--- src/rtl/strobe_sched.sv ---
// Base-tick prescaler feeding per-channel strobe dividers, configured through a
// two-state valid/ready handshake; sync realigns every counter to a common phase.
module strobe_sched #(
    parameter int clk_mhz = 50,
    parameter int base_hz = 1000,
    parameter int n_ch    = 4,
    parameter int w_div   = 8
) (
    input  logic                                      clk,
    input  logic                                      rst_n,
    input  logic                                      sync,
    input  logic                                      cfg_valid,
    output logic                                      cfg_ready,
    input  logic [((n_ch > 1) ? $clog2(n_ch) : 1)-1:0] cfg_ch,
    input  logic [w_div-1:0]                          cfg_div,
    input  logic                                      cfg_en,
    output logic                                      tick,
    output logic [n_ch-1:0]                           strobe,
    output logic [n_ch-1:0]                           en_mask
);

    // state | meaning
    // IDLE  | ready for a config request
    // APPLY | writing the captured config into its channel
    typedef enum logic {IDLE, APPLY} cfg_state_t;

    localparam int period = clk_mhz * 1000000 / base_hz;
    localparam int pw     = (period < 2) ? 1 : $clog2(period);
    localparam int cw     = (n_ch > 1) ? $clog2(n_ch) : 1;
    localparam logic [pw-1:0] reload = pw'((period < 1) ? 0 : period - 1);

    logic [pw-1:0]    pre_cnt;
    logic             tick_q;

    cfg_state_t       state;
    cfg_state_t       state_nxt;
    logic             rdy_q;
    logic             capture;
    logic [cw-1:0]    cap_ch;
    logic [w_div-1:0] cap_div;
    logic             cap_en;
    logic [n_ch-1:0]  apply_sel;

    logic [w_div-1:0] div_q [n_ch];
    logic [w_div-1:0] cnt_q [n_ch];
    logic [n_ch-1:0]  en_q;
    logic [n_ch-1:0]  strobe_q;

    assign tick    = tick_q;
    assign strobe  = strobe_q;
    assign en_mask = en_q;

    always_ff @(posedge clk or negedge rst_n) begin
        if (!rst_n) begin
            pre_cnt <= '0;
            tick_q  <= 1'b0;
        end else if (sync) begin
            pre_cnt <= '0;
            tick_q  <= 1'b0;
        end else if (pre_cnt == '0) begin
            pre_cnt <= reload;
            tick_q  <= 1'b1;
        end else begin
            pre_cnt <= pre_cnt - pw'(1);
            tick_q  <= 1'b0;
        end
    end

    // rdy_q keeps cfg_ready low until the first edge after reset release
    always_comb begin
        state_nxt = state;
        capture   = 1'b0;
        cfg_ready = rdy_q && (state == IDLE);
        case (state)
            IDLE: begin
                if (cfg_valid && cfg_ready) begin
                    capture   = 1'b1;
                    state_nxt = APPLY;
                end
            end
            APPLY:   state_nxt = IDLE;
            default: state_nxt = IDLE;
        endcase
    end

    always_ff @(posedge clk or negedge rst_n) begin
        if (!rst_n) begin
            state   <= IDLE;
            rdy_q   <= 1'b0;
            cap_ch  <= '0;
            cap_div <= '0;
            cap_en  <= 1'b0;
        end else begin
            state <= state_nxt;
            rdy_q <= 1'b1;
            if (capture) begin
                cap_ch  <= cfg_ch;
                cap_div <= cfg_div;
                cap_en  <= cfg_en;
            end
        end
    end

    // an out-of-range channel index matches no channel, so APPLY is a no-op
    always_comb begin
        apply_sel = '0;
        for (int i = 0; i < n_ch; i++) begin
            if ((state == APPLY) && (32'(cap_ch) == 32'(i)))
                apply_sel[i] = 1'b1;
        end
    end

    always_ff @(posedge clk or negedge rst_n) begin
        if (!rst_n) begin
            for (int i = 0; i < n_ch; i++) begin
                div_q[i] <= '0;
                cnt_q[i] <= '0;
            end
            en_q     <= '0;
            strobe_q <= '0;
        end else begin
            for (int i = 0; i < n_ch; i++) begin
                if (apply_sel[i]) begin
                    div_q[i] <= cap_div;
                    en_q[i]  <= cap_en;
                end
                if (sync || apply_sel[i]) begin
                    cnt_q[i]    <= '0;
                    strobe_q[i] <= 1'b0;
                end else if (tick_q && en_q[i]) begin
                    if (cnt_q[i] == '0) begin
                        cnt_q[i]    <= div_q[i];
                        strobe_q[i] <= 1'b1;
                    end else begin
                        cnt_q[i]    <= cnt_q[i] - w_div'(1);
                        strobe_q[i] <= 1'b0;
                    end
                end else begin
                    strobe_q[i] <= 1'b0;
                end
            end
        end
    end

endmodule

--- config.mk ---
export PLATFORM = sky130hd
export DESIGN_NAME = strobe_sched
export DESIGN_NICKNAME = d
export VERILOG_FILES = /design/src/rtl/strobe_sched.sv
export SDC_FILE = /design/constraint.sdc
export NUM_CORES = 1
export LEC_CHECK = 0
export ABC_AREA = 1
export CORE_MARGIN = 1
export CORE_UTILIZATION = 50
export CTS_CLUSTER_SIZE = 20
export DETAILED_ROUTE_END_ITERATION = 7
export HOLD_SLACK_MARGIN = 0.03
export PLACE_DENSITY = 0.71
export SYNTH_ARGS = -nofsm -noshare
export SYNTH_HDL_FRONTEND = slang
export SYNTH_SLANG_ARGS = --single-unit
--- constraint.sdc ---
create_clock -name clk -period 1.4 [get_ports clk]
set_clock_uncertainty 0.1 [all_clocks]
set_input_delay 0.14 -clock clk [delete_from_list [all_inputs] [get_ports clk]]
set_output_delay 0.14 -clock clk [all_outputs]
set_load 0.02 [all_outputs]
* Word-level counts from Yosys, hierarchy flattened *
Index checks and enable logic that the tools add are counted.

word-level totals
  bits of input ports = 15
  word-level logic and storage cells = 88
  register bits after elaboration = 102
  output and inout port bits = 10

cells by class
  eq/ne operators = 3
  $add $sub $neg = 5
  bitwise logic cells = 1
  mux-type cells = 35
  reductions and logical operators = 24

operator list
  operator                                                                number
  8-bit two-way mux                                                       12
  8-bit zero test                                                         4
  16-bit two-way mux                                                      2
  8-bit by 1-bit subtractor with 8-bit output (second input constant)     4
  1-bit two-way mux                                                       20
  16-bit zero test                                                        1
  16-bit by 1-bit subtractor with 16-bit output (second input constant)   1
  1-bit logical AND                                                       10
  2-bit nonzero test                                                      4
  2-bit equality test (second input constant)                             2
  1-bit logical OR                                                        4
  2-bit by 1-bit equality test with 1-bit output (second input constant)  1
  2-bit zero test                                                         1
  1-bit case mux with 2 select lines                                      1
  1-bit inverter                                                          1

* Longest topological paths before layout *
Gate-level depths: netlist (run 1).

  word-level depth = 5
  mapped depth = 10
  mapped depth without buffers = 9

* Worst setup path after synthesis (run 1) *
No wires, ideal clock.

  path kind = register to register
  start = register state
  end = register cap_div[7]
  setup time = 0.127 ns
  buffers on the path = 1
  path slack = -0.037 ns
  required time = 1.173 ns
  clock period less this slack = 1.437 ns
  arrival time = 1.210 ns
  stages on the path, launching flop included = 6
  path through = dfrtp_1 nor2_1 nand2_1 inv_1 buf_2 o21ai_0

on the way
  longest elaborated chain between the ends = 5

RTL lines
  element                 RTL line  source
  from (decl)             35        cfg_state_t state;
  from (signal assigned)  94        state <= state_nxt;
  1-bit inverter          -
  1-bit logical AND       73        cfg_ready = rdy_q && (state == IDLE);
  named net cfg_ready     13        output logic cfg_ready,
  1-bit logical AND       76        if (cfg_valid && cfg_ready) begin
  1-bit two-way mux       76
  1-bit two-way mux       74        case (state)
  to (signal assigned)    98        cap_div <= cfg_div;
  to (decl)               40        logic [w_div-1:0] cap_div;

The timed path passes the listed nets, and every way through them passes these cells.
A chain may end at the register's enable or synchronous reset.

* Worst setup path after layout (run 1) *
  start = register pre_cnt[1]
  end = register pre_cnt[8]

on the way
  longest elaborated chain between the ends = 3
  elaborated cells on any way between the ends = 4
  those cells by class = add/sub: 1; mux: 2; reduce/logical: 1

RTL lines
  element                                                                            RTL line  source
  from (decl)                                                                        32        logic [pw-1:0] pre_cnt;
  from (signal assigned)                                                             61        pre_cnt <= reload;
  from (signal assigned)                                                             64        pre_cnt <= pre_cnt - pw'(1);
  16-bit by 1-bit subtractor with 16-bit output or 16-bit zero test (tied branches)  64, 60
  16-bit two-way mux *                                                               60        end else if (pre_cnt == '0) begin
  16-bit two-way mux *                                                               57        end else if (sync) begin

Mark *: on every way between the ends. The rest lies on a longest branch, timed or not.

==> results.yml, run 1 <==
logic_synthesis:
  syn_inst: 676
  ys_ff_latch: 102
  synth_cell_types: 38
  yosysTopAreaCellShare_pct: 47.7
  avgSynthCellArea_um2: 7.92
  synth_area_leader_cell: "dfrtp_1"
  synthTopCellsByArea: "dfrtp_1 48%, nand2_1 13%, o21ai_0 5.6%"
  synth_nets: 701
  ys_seq_area_share_pct: 47.7
  syn_area_mm2: 0.00535
  ys_warn_count: 0
placed_design:
  place.port_buffers: 24
  dpl.hpwl_um: 8090
  gp_congestion: 0.878
  dpl_worst_slack_ns: -0.228
critical_path:
  rrSetupSlack_ns: -0.14
  worst-setup-path-type: "flip-flop to flip-flop"
  critical-path-top-delay-family: "flip-flops"
  r2r_cells: 7
  crit_required_ns: 1.55
  path_buf_inv: 2
  cp-start-kind: "flip-flop"
  worstPathArrival_ns: 1.69
  r2r_start: "pre_cnt[1]"
  crit_fanout: 4
  rr_endpoint: "pre_cnt[8]"
  crit_chain: "inv_2, ha_4, nand2_4, o21ai_0, nand3_2, nand2_1, inv_1"
  critPathCaptureType: "flip-flop"
  cp_slowest_stage_delay_ns: 0.44
  cp_slowest_cell: "dfrtp_1"
clock_network:
  clkTransAtPathRegs_ns: 0.10
  cts_root_buf: "clkbuf_8"
  cts_tree: "yes"
  clock_insertion_delay_worst_skew_ns: 0.36
  cts_made_buffers: 9
  clkSinkCount: 102
  cts.path.max_buffers: 2
  htree_levels: 3
drt:
  wl_um: 12300
  drtIter0Drc: 271
  vias_per_cell: 5.15
  drtAntennaViolNets: 0
  dr.pass1.iters: 8
  drcViolationCount: 0
  wl_per_cell_um: 13.5
  vias: 4717
die:
  coreArea_mm2: 0.0104
  ios: 25
  start_util_pct: 51.6
  rows: 37
  dieArea_mm2: 0.0111
  die_w_um: 105
  die_h_um: 105
global_route:
  first_global_vias: 4369
  globalRouteTotalUtil_pct: 22.1
  antenna_found_initial: 0
  grt_overflow: 0
  grt_max_degree: 55
  grt_pass1_wl_um: 19700
power:
  power.density_mw_per_mm2: 1470
  peakVddDrop_mv: 0.900
  p_leak_nw: 3.56
timing:
  drv_slew: 0
  setup_tns_ns: -1.75
  setup_viol: 30
  period_minus_slack_ns: 1.54
  fmax_mhz: 649
  rsz0062_at_grt: "true"
  final-hold-violation-count: 0
  whs_ns: 0.208
  fin_crit_sh_pct: 110
  worst_slack_ns: -0.140
flow_run:
  drv_cap: 0
worst_hold_path:
  hp-class: "input port to async pin"
finish:
  layout.nets: 800
  final_common_cell: "nand2_1"
  fin_util_pct: 67.6
  n_antenna_cell: 0
  area_growth_pct: 30.9
  drive_gt1_share_pct: 32.3
  layout_common_cells: "174 x nand2_1, 97 x dfrtp_1, 62 x buf_4"
outcome:
  violations: "negative setup slack"
  status: "finished, violations left"
==> where the power goes <==
group	leakage, nW	switching, W	internal (W)	total (W)
clock	0.0904	0.000996	0.000826	0.00182
sequential	1.35	0.000531	0.00362	0.00415
combinational	2.12	0.00242	0.00193	0.00435
==> logic make-up (layout without fill, tap and decap cells) <==
logic type                 after synthesis  in the layout  synth area share [%]
AOI/OAI and AO/OA                       95             95                  9.49
xor gates and xnor gates                13             13                  2.13
adders and majority gates               10             10                  2.34
buffers and inverters                  102            205                  8.49
DFF                                    102            102                  47.7
other                                    1              1                0.0701
and+or+nand+nor                        353            354                  29.8
==> repair_timing <==
action	4_1_cts	5_1_grt
hold buffers	1	0
buffers inserted	6	11
cloned	1	0
resized for setup	50	129
setup endpoints to repair	51	58
pin swaps	17	52
endpoints found under the hold margin	102	0
==> worst register-to-register path, cell delays in order, from the launching register on <==
cell and delay (ns):
dfrtp_1 0.44, inv_2 0.14, ha_4 0.17, nand2_4 0.08
o21ai_0 0.26, nand3_2 0.10, nand2_1 0.09, inv_1 0.05
==> synth_stat cells (all sizes together) <==
cell type,n
a21boi,1
a21oi,14
a31oi,3
buf,11
clkbuf,4
conb,1
dfrtp,102
ha,10
inv,87
nand2,204
nand3,45
nand3b,3
nand4,2
nor2,94
nor3,2
o211ai,1
o21ai,74
o21bai,1
o22ai,1
or2,3
xnor2,2
xor2,11
==> layout make-up <==
cell class	count	area [µm²]
clock inverter	4	47.5
multi-input combinational	473	2840
fill	818	3360
tap	136	170
inverter	87	344
timing repair buffer	102	912
clock buffer	12	135
sequential	102	2560
==> per-layer routing <==
| layer | track usage (%) | share of wire (%) |
|---|---|---|
| met1 | 29.5 | 44 |
| met2 | 37.4 | 50 |
| met3 | 2.41 | 4.0 |
| met4 | 7.75 | 1.7 |
| met5 | 0 | 0 |
==> how the worst max path moves through the flow <==
stage	from	depth (start not counted)	endpoint
final	pre_cnt[1]	7	pre_cnt[8]
after global routing	pre_cnt[1]	7	pre_cnt[8]
after CTS	cnt_q[16]	10	cnt_q[20]
after detailed placement	cnt_q[17]	8	cnt_q[21]
after global placement	cnt_q[17]	8	cnt_q[21]
after floorplan	cnt_q[16]	10	cnt_q[19]
==> through the flow <==
stage	instance area (µm²)	total power, W	std cells
after floorplan	5360	0.00618	676
after global placement	6130	0.00728	881
after detailed placement	6130	0.00741	881
after CTS	6450	0.00939	905
after global routing	7010	0.0110	916
final	7010	0.0103	916
==> sequential cells by signal (all words and copies together) (netlist names) <==
name     count
cnt_q       32
div_q       32
pre_cnt     16
cap_div      8
en_mask      4
strobe       4
cap_ch       2
cap_en       1
rdy_q        1
state        1
tick         1
No activity file was read; power rests on OpenSTA's default activity.
==> run 2: changes to the inputs <==
--- a/config.mk
+++ b/config.mk
@@ -6,12 +6,13 @@
 export NUM_CORES = 1
 export LEC_CHECK = 0
 export ABC_AREA = 1
+export CAP_MARGIN = 20
 export CORE_MARGIN = 1
 export CORE_UTILIZATION = 50
 export CTS_CLUSTER_SIZE = 20
 export DETAILED_ROUTE_END_ITERATION = 7
 export HOLD_SLACK_MARGIN = 0.03
-export PLACE_DENSITY = 0.71
+export PLACE_DENSITY = 0.68
 export SYNTH_ARGS = -nofsm -noshare
 export SYNTH_HDL_FRONTEND = slang
 export SYNTH_SLANG_ARGS = --single-unit
==> constraint.sdc (replaced) <==
create_clock -name clk -period 1.9 [get_ports clk]
set_clock_uncertainty 0.1 [all_clocks]
set_input_delay 0.19 -clock clk [delete_from_list [all_inputs] [get_ports clk]]
set_output_delay 0.19 -clock clk [all_outputs]
set_load 0.02 [all_outputs]
==> run 2 against run 1 <==
The run now ends clean. Combinational power decreased by 52%. Non-clock buffer count decreased by 69. Final cell count decreased by 7.9%. Total power decreased by 36%. Critical path type is now flip-flop to output pin. Largest cell class is now sequential cells.
==> results.yml, run 2 (same netlist as run 1, synthesis figures left out) <==
outcome:
  status: "complete, no violations"
global_route:
  grt_overflow: 0
  antenna_found_initial: 0
  grt_pass1_wl_um: 18900
  grt_max_degree: 40
  first_global_vias: 4016
  globalRouteTotalUtil_pct: 21.7
die:
  dieArea_mm2: 0.0111
  start_util_pct: 51.6
  rows: 37
  ios: 25
  die_h_um: 105
  coreArea_mm2: 0.0104
  die_w_um: 105
drt:
  vias_per_cell: 4.96
  vias: 4189
  drcViolationCount: 0
  wl_per_cell_um: 12.8
  dr.pass1.iters: 5
  drtIter0Drc: 206
  drtAntennaViolNets: 0
  wl_um: 10800
worst_hold_path:
  hp-class: "input port to async pin"
power:
  peakVddDrop_mv: 0.506
  p_sw_w: 0.00240
  swShare_pct: 36.4
  power.total_w: 0.00658
  combPwrFrac_pct: 31.4
  clkPwrFrac_pct: 22.6
  power.density_mw_per_mm2: 1110
  p_seq_share_pct: 46.0
  p_leak_nw: 3.06
  p_int_w: 0.00418
placed_design:
  place.port_buffers: 24
  dpl_worst_slack_ns: 0.246
  gp_congestion: 0.901
  dpl.hpwl_um: 7770
clock_network:
  cts_root_buf: "clkbuf_8"
  cts_tree: "yes"
  cts_made_buffers: 9
  cts.path.max_buffers: 2
  clkSinkCount: 102
  htree_levels: 3
  clock_insertion_delay_worst_skew_ns: 0.38
  postCtsSetupRepairBufs: 0
  clkTransAtPathRegs_ns: 0.10
critical_path:
  cp_slowest_stage_delay_ns: 0.65
  crit_chain: "clkdlybuf4s50_1"
  path_buf_inv: 1
  critPathCaptureType: "output pin"
  crit_required_ns: 1.61
  worstPathArrival_ns: 1.50
  worst-setup-path-type: "flip-flop to output pin"
  crit_fanout: 5
  cp_slowest_cell: "clkdlybuf4s50_1"
  cp-start-kind: "flip-flop"
  critical-path-top-delay-family: "buffers and inverters"
timing:
  setup_viol: 0
  drv_slew: 0
  worst_slack_ns: 0.107
  whs_ns: 0.217
  period_minus_slack_ns: 1.79
  setup_tns_ns: 0
  fin_crit_sh_pct: 94.3
  fmax_mhz: 558
  final-hold-violation-count: 0
  rsz0062_at_grt: "false"
finish:
  final_common_cell: "nand2_1"
  nFillCells: 978
  drive_gt1_share_pct: 11.2
  n_antenna_cell: 0
  largestRegisters: "cnt_q (32), div_q (32), pre_cnt (16)"
  layout.nets: 730
  layout_common_cells: "190 x nand2_1, 102 x dfrtp_1, 77 x inv_1, 77 x nor2_1, 60 x o21ai_0"
  fin_util_pct: 57.3
  area_growth_pct: 11.0
flow_run:
  drv_cap: 0
-- run 2: cell count changes in the layout (fill, tap and decap cells not counted), moves of 15 or more --
| cell | before | now |
|---|---|---|
| buf_4 | 62 | 7 |
| nor2_1 | 52 | 77 |
| inv_1 | 57 | 77 |
| nand2_1 | 174 | 190 |
| inv_2 | 24 | 9 |
-- run 2: path summary, 6_finish.rpt --
| path | start | end | slack, ns | cells after the start |
|---|---|---|---|---|
| worst max-delay path | tick | tick | 0.11 | 1 |
| worst min-delay path | rst_n | pre_cnt[4] | 0.22 | 2 |
| worst max register to register | pre_cnt[0] | pre_cnt[10] | 0.25 | 7 |
| worst min register to register | pre_cnt[0] | pre_cnt[0] | 0.35 | 1 |
| max in group asynchronous | rst_n | strobe[2] | 0.89 | 3 |
| min in group clk | cfg_ch[1] | cap_ch[1] | 0.24 | 3 |
-- run 2: per-stage QoR --
step / instances / instance area (µm²)
final: 844 / 5940
after CTS: 844 / 5940
after global placement: 829 / 5720
after floorplan: 676 / 5350
after global routing: 844 / 5940
after detailed placement: 829 / 5720
-- run 2: layer usage --
metal	up-vias	wire [µm]	global-route usage (%)
met3	12	292	3.59
met2	73	4950	34.6
li1	2167	-	-
met5	-	0	0
met4	0	159	7.75
met1	1937	5400	29.9
-- run 2: final cells by class --
| type | instances | area [µm²] | area share, % |
|---|---|---|---|
| inverters | 87 | 332 | 5.58 |
| clock buffers | 10 | 138 | 2.32 |
| repair buffers | 33 | 332 | 5.58 |
| multi-input cells | 472 | 2350 | 39.5 |
| well taps | 136 | 170 | 2.86 |
| clock inverters | 4 | 72.6 | 1.22 |
| flip-flops and latches | 102 | 2550 | 43.0 |
-- run 2: timing repair --
action / 4_1_cts / 5_1_grt
hold endpoints to repair: 31 / 0
gates resized for setup: 1 / 0
hold buffers: 1 / 0
setup endpoints to repair: 1 / 0
-- run 2: power by group through the flow --
stage | Sequential (W) | Combinational, W | Clock (W)
floorplan | 0.00300 | 0.00155 | 0
global placement | 0.00304 | 0.00200 | 0
detailed placement | 0.00306 | 0.00206 | 0
CTS | 0.00302 | 0.00206 | 0.00153
global route | 0.00309 | 0.00239 | 0.00162
finish | 0.00303 | 0.00207 | 0.00148
==> run 3: changes to the inputs <==
--- a/config.mk
+++ b/config.mk
@@ -9,6 +9,7 @@
 export CAP_MARGIN = 20
 export CORE_MARGIN = 1
 export CORE_UTILIZATION = 50
+export CTS_BUF_LIST = sky130_fd_sc_hd__clkbuf_8 sky130_fd_sc_hd__clkbuf_16
 export CTS_CLUSTER_SIZE = 20
 export DETAILED_ROUTE_END_ITERATION = 7
 export HOLD_SLACK_MARGIN = 0.03
==> results of run 3 <==
Final layout, timing and power as in run 2 (identical DEF).
